File: src/rtl/fme.sv
// Quarter-pel interpolator: 6-tap half-pel filter on a constant reference row,
// averaged with the integer sample. Three register stages, one result per clock.
module fme #(
  parameter int PIX_W    = 8,
  parameter int EDGE_POS = 192
) (
  input  logic             clk,
  input  logic             rst,
  input  logic [PIX_W-1:0] pix_pos,
  output logic [PIX_W-1:0] quat_val
);

  // Reference row lookup with edge replication: out-of-range indices clamp to 0..255.
  function automatic logic [7:0] ref_row(input logic signed [9:0] idx);
    logic [7:0] addr;
    if (idx < 10'sd0)
      addr = 8'd0;
    else if (idx > 10'sd255)
      addr = 8'd255;
    else
      addr = idx[7:0];
    if (int'(addr) < EDGE_POS)
      return addr;
    else
      return 8'd0;
  endfunction

  logic signed [9:0] tap_idx  [6];
  logic [7:0]        tap_val  [6];
  logic [7:0]        tap_reg  [6];
  logic [7:0]        c1_reg;

  logic signed [15:0] tap_ext [6];
  logic signed [15:0] sum;
  logic signed [15:0] half_raw;
  logic [7:0]         half_clip;
  logic [7:0]         h2_reg;
  logic [7:0]         c2_reg;

  logic [8:0]         avg;

  generate
    for (genvar gi = 0; gi < 6; gi++) begin : g_tap
      assign tap_idx[gi] = signed'({2'b00, pix_pos}) + 10'(gi - 2);
      assign tap_val[gi] = ref_row(tap_idx[gi]);
      assign tap_ext[gi] = signed'({8'b0, tap_reg[gi]});
    end
  endgenerate

  // Stage 1: fetch taps and centre sample.
  always_ff @(posedge clk) begin
    if (rst) begin
      for (int i = 0; i < 6; i++) tap_reg[i] <= 8'd0;
      c1_reg <= 8'd0;
    end else begin
      for (int i = 0; i < 6; i++) tap_reg[i] <= tap_val[i];
      c1_reg <= tap_val[2];
    end
  end

  // Half-pel filter; sum spans -2550..10710 so 16 signed bits are ample.
  always_comb begin
    sum = tap_ext[0] - 16'sd5 * tap_ext[1] + 16'sd20 * tap_ext[2]
        + 16'sd20 * tap_ext[3] - 16'sd5 * tap_ext[4] + tap_ext[5];
    half_raw = (sum + 16'sd16) >>> 5;
    half_clip = 8'd0;
    if (half_raw < 16'sd0)
      half_clip = 8'd0;
    else if (half_raw > 16'sd255)
      half_clip = 8'd255;
    else
      half_clip = half_raw[7:0];
  end

  // Stage 2: clipped half-pel sample and delayed centre sample.
  always_ff @(posedge clk) begin
    if (rst) begin
      h2_reg <= 8'd0;
      c2_reg <= 8'd0;
    end else begin
      h2_reg <= half_clip;
      c2_reg <= c1_reg;
    end
  end

  assign avg = {1'b0, c2_reg} + {1'b0, h2_reg} + 9'd1;

  // Stage 3: rounded average.
  always_ff @(posedge clk) begin
    if (rst)
      quat_val <= '0;
    else
      quat_val <= PIX_W'(avg[8:1]);
  end

endmodule

File: config.mk
export PLATFORM = sky130hd
export DESIGN_NAME = fme
export DESIGN_NICKNAME = d
export VERILOG_FILES = /design/src/rtl/fme.sv
export SDC_FILE = /design/constraint.sdc
export NUM_CORES = 1
export LEC_CHECK = 0
export ABC_AREA = 1
export CELL_PAD_IN_SITES_DETAIL_PLACEMENT = 0
export CELL_PAD_IN_SITES_GLOBAL_PLACEMENT = 1
export CORE_ASPECT_RATIO = 1.1
export CORE_MARGIN = 4
export CORE_UTILIZATION = 43
export DETAILED_ROUTE_END_ITERATION = 16
export HOLD_SLACK_MARGIN = 0.15
export PLACE_DENSITY = 0.82
export SLEW_MARGIN = 15
export SYNTH_ARGS = -nofsm -noshare
export SYNTH_HDL_FRONTEND = slang
export SYNTH_SLANG_ARGS = --single-unit
File: constraint.sdc
create_clock -name clk -period 4.9 [get_ports clk]
set_input_delay 0.98 -clock clk [delete_from_list [all_inputs] [get_ports clk]]
set_output_delay 0.98 -clock clk [all_outputs]
set_load 0.02 [all_outputs]
==> summary.log <==
INFO  setup_path     worstPathCellList=ha_4 -> fa_1 -> inv_2 -> ha_4 -> inv_4 -> buf_4 -> buf_4 -> xor2_1 -> fa_1 -> inv_1 -> fa_1 -> fa_1 -> ha_4 -> nand2_1 -> o21bai_1 -> nand2_1 -> nand2_1 -> nand2_1 -> nand2_1 -> nand3_2 -> nand2_4 -> a21oi_2
INFO  timing         final-hold-violation-count=0
INFO  timing         maxSlewHeadroom=0.529
INFO  die            boundaryPins=18
INFO  run_status     outcome=finished, violations left
INFO  grt            antenna_found_initial=0
INFO  setup_path     required=5.12ns
INFO  synthesis      yosysTopAreaCellShare=0.233
INFO  drt            drt_wl_total=14.7mm
INFO  timing         unrepaired_setup_endpoints_after_global_routing=yes
INFO  placement      pre_cts_ws=-0.414ns
INFO  run            max_cap_viol_count=0
INFO  final_layout   antenna-diode-count=0
INFO  synthesis      yosys.cell_types.count=36
INFO  setup_path     timing.critical_path.arrival=5.21ns
INFO  setup_path     timing.critical_path.from=tap_reg[1][3]
INFO  setup_path     regToRegStartpoint=tap_reg[1][3]
INFO  setup_path     kind_of_start_point_of_the_critical_path=flop
INFO  placement      half_perimeter_wire_length_of_the_detailed_placement_result=11.9mm
INFO  die            dieArea=16,400µm²
INFO  synthesis      postSynth.topFlopCell=dfxtp_1
INFO  clock_tree     tritoncts_num_sinks=72
INFO  synthesis      synth_seq_area_share=0.233
INFO  die            rows=45
INFO  drt            detail_route.iter0.violations=196
INFO  timing         drv_slew=0
INFO  grt            track_usage=0.186
INFO  drt            num_vias=5,042
INFO  timing         clock-skew-final=0.00595ns
INFO  synthesis      avgSynthCellArea=7.89µm²
INFO  setup_path     critical_path_peak_fanout=8
INFO  synthesis      asyncSetResetFlopFracSynth=0
INFO  die            area_of_the_core_region=14,000µm²
INFO  timing         final_critical_path_setup_slack=-0.0906ns
INFO  worst_hold_path worstHoldStart=tap_reg[2][6]
INFO  grt            via_count_of_the_first_global_routing_pass=5,185
INFO  clock_tree     tritoncts_buffer_count=9
INFO  synthesis      synthesis.nets=928
INFO  setup_path     slowest_delay=0.55ns
INFO  grt            grt.overflow.total=0
INFO  timing         post-route-period-util=1.02
INFO  clock_tree     htree_num_levels=3
INFO  synthesis      synth.most_common_cell=inv_1
INFO  setup_path     timing.critical_path.slowest_stage_cell=fa_1
INFO  final_layout   final_layout_size_suffix_gt1_frac=0.188
INFO  final_layout   syn2layout_area_growth=22.7%
INFO  placement      place_area=6800µm²
INFO  synthesis      netlist.top_cell.by_area=dfxtp_1
INFO  grt            grt_start_max_net_pins=15
INFO  synthesis      synth.top_cells.by_count=inv_1 (154), nand2_1 (127), ha_1 (98), dfxtp_1 (72), nor2_1 (70)
INFO  synthesis      synthesis.area=6180µm²
INFO  synthesis      post_synth_inst_count=783
INFO  drt            first_pass_iters=4
INFO  placement      placement.io_buffers=17
INFO  die            fp.dieH=134µm
INFO  clock_tree     clk_latency=0.34ns
INFO  placement      place_congestion=1.01
INFO  setup_path     path_common_cell=nand2_1
INFO  synthesis      yosys_warnings=0
INFO  final_layout   finish.instance_area=7590µm²
INFO  timing         fmaxAchievable=200MHz
INFO  clock_tree     cts.reportedPaths.clkPinSlew=0.06ns
INFO  timing         max_slew.worst_pin.slew=0.706ns
INFO  clock_tree     clock-root-buffer=clkbuf_16
INFO  timing         final.hold.worst_slack=0.465ns
INFO  setup_path     crit_end_element=flop
INFO  drt            routed_wire_length_per_instance=14.1µm
INFO  final_layout   final_net_count=989
INFO  synthesis      synth-edff-count=0
INFO  timing         setup_viol=8
INFO  drt            final_ant_viol_nets=0
INFO  worst_hold_path worst_hold_path_type=reg2reg
INFO  grt            grt_pass1_wl=24.1mm
INFO  synthesis      yosys_register_bits=72
INFO  setup_path     critPathKind=reg2reg
INFO  die            floorplan.initialDensity=0.443
INFO  timing         layout_min_cycle_time=4.99ns
INFO  run_status     violations_in_the_final_reports=negative setup slack
INFO  drt            drt_drc=0
INFO  clock_tree     clock_tree_buf_depth=2
INFO  synthesis      synthTopCellsByArea=dfxtp_1 (23%), ha_1 (20%), fa_1 (12%)
INFO  final_layout   largest_reg_flops=48
INFO  die            die_width=122µm
INFO  drt            routed_via_density=4.86
INFO  clock_tree     tritoncts=yes
==> cell type report <==
class / count / area [µm²]
Tap cell: 188 / 235
Fill cell: 1310 / 6380
Multi-Input combinational cell: 550 / 4560
Inverter: 154 / 581
Clock inverter: 6 / 42.5
Sequential cell: 72 / 1460
Timing Repair Buffer: 57 / 474
Clock buffer: 10 / 229
==> cell usage in the layout, fill, tap and decap left out, types with 3 or more instances in the layout <==
master | Yosys | final
o21ai_1 | 3 | 3
a21oi_1 | 64 | 45
dfxtp_2 | 0 | 3
inv_1 | 154 | 145
xnor2_1 | 22 | 20
nand2_2 | 2 | 13
fa_1 | 37 | 36
nor3_1 | 12 | 9
ha_4 | 0 | 18
nand3_2 | 3 | 6
nand2_4 | 2 | 5
xor2_1 | 30 | 28
a21oi_2 | 3 | 21
dfxtp_1 | 72 | 65
clkbuf_16 | 0 | 9
nand3_1 | 24 | 21
inv_2 | 0 | 8
clkdlybuf4s50_1 | 0 | 17
nor2_2 | 1 | 3
ha_1 | 98 | 78
dfxtp_4 | 0 | 4
buf_4 | 2 | 39
nor2_1 | 70 | 68
nand4_1 | 4 | 4
o21ai_0 | 29 | 29
nand2_1 | 127 | 113
nor3_2 | 1 | 4
==> repair_timing <==
item / in CTS / in global routing
buffers inserted: 3 / 2
setup endpoints to repair: 8 / 8
pin swaps: 38 / 21
hold buffers: 0 / 0
gates resized for setup: 67 / 28
==> critical path, delay by kind of cell, from the launching register on <==
family | cells | cell delay, ns
and+or+nand+nor | 7 | 0.62
buffers and inverters | 5 | 0.40
AOI/OAI and AO/OA | 2 | 0.38
xor gates and xnor gates | 1 | 0.18
DFF | 1 | 0.36
adders and majority gates | 7 | 2.92
==> logic make-up after synthesis <==
logic type	Yosys count	synth area share
AND/OR/NAND/NOR	253	0.178
AO/OA/AOI/OAI	110	0.0957
XOR/XNOR	52	0.0737
buffers and inverters	161	0.102
adder cells (fa/ha/maj)	135	0.318
flip-flops	72	0.233
==> path summary, 6_finish.rpt <==
| check | to | slack, ns | cells past startpoint |
|---|---|---|---|
| min | c2_reg[6] | 0.47 | 2 |
| max | h2_reg[7] | -0.09 | 22 |
| min reg2reg | c2_reg[6] | 0.47 | 2 |
| max reg2reg | h2_reg[7] | -0.09 | 22 |
==> stage by stage <==
stage	TNS, ns	std cells	utilization
2_1_floorplan	0	783	-
3_3_place_gp	-2.21	1016	0.487
3_5_place_dp	-3.22	1016	0.487
4_1_cts	-0.574	1035	0.534
5_1_grt	-2.28	1037	0.543
6_report	-0.658	1037	0.543
==> routing by layer <==
layer,global-route usage,vias to the layer above,share of wire
li1,-,2583,-
met1,0.221,2341,0.43
met2,0.332,89,0.51
met3,0.0225,29,0.027
met4,0.0797,0,0.026
met5,0,-,0
Power is left out: the tool's default activity adds up to more than one toggle a clock period on the data nets, which glitch-free logic cannot reach.
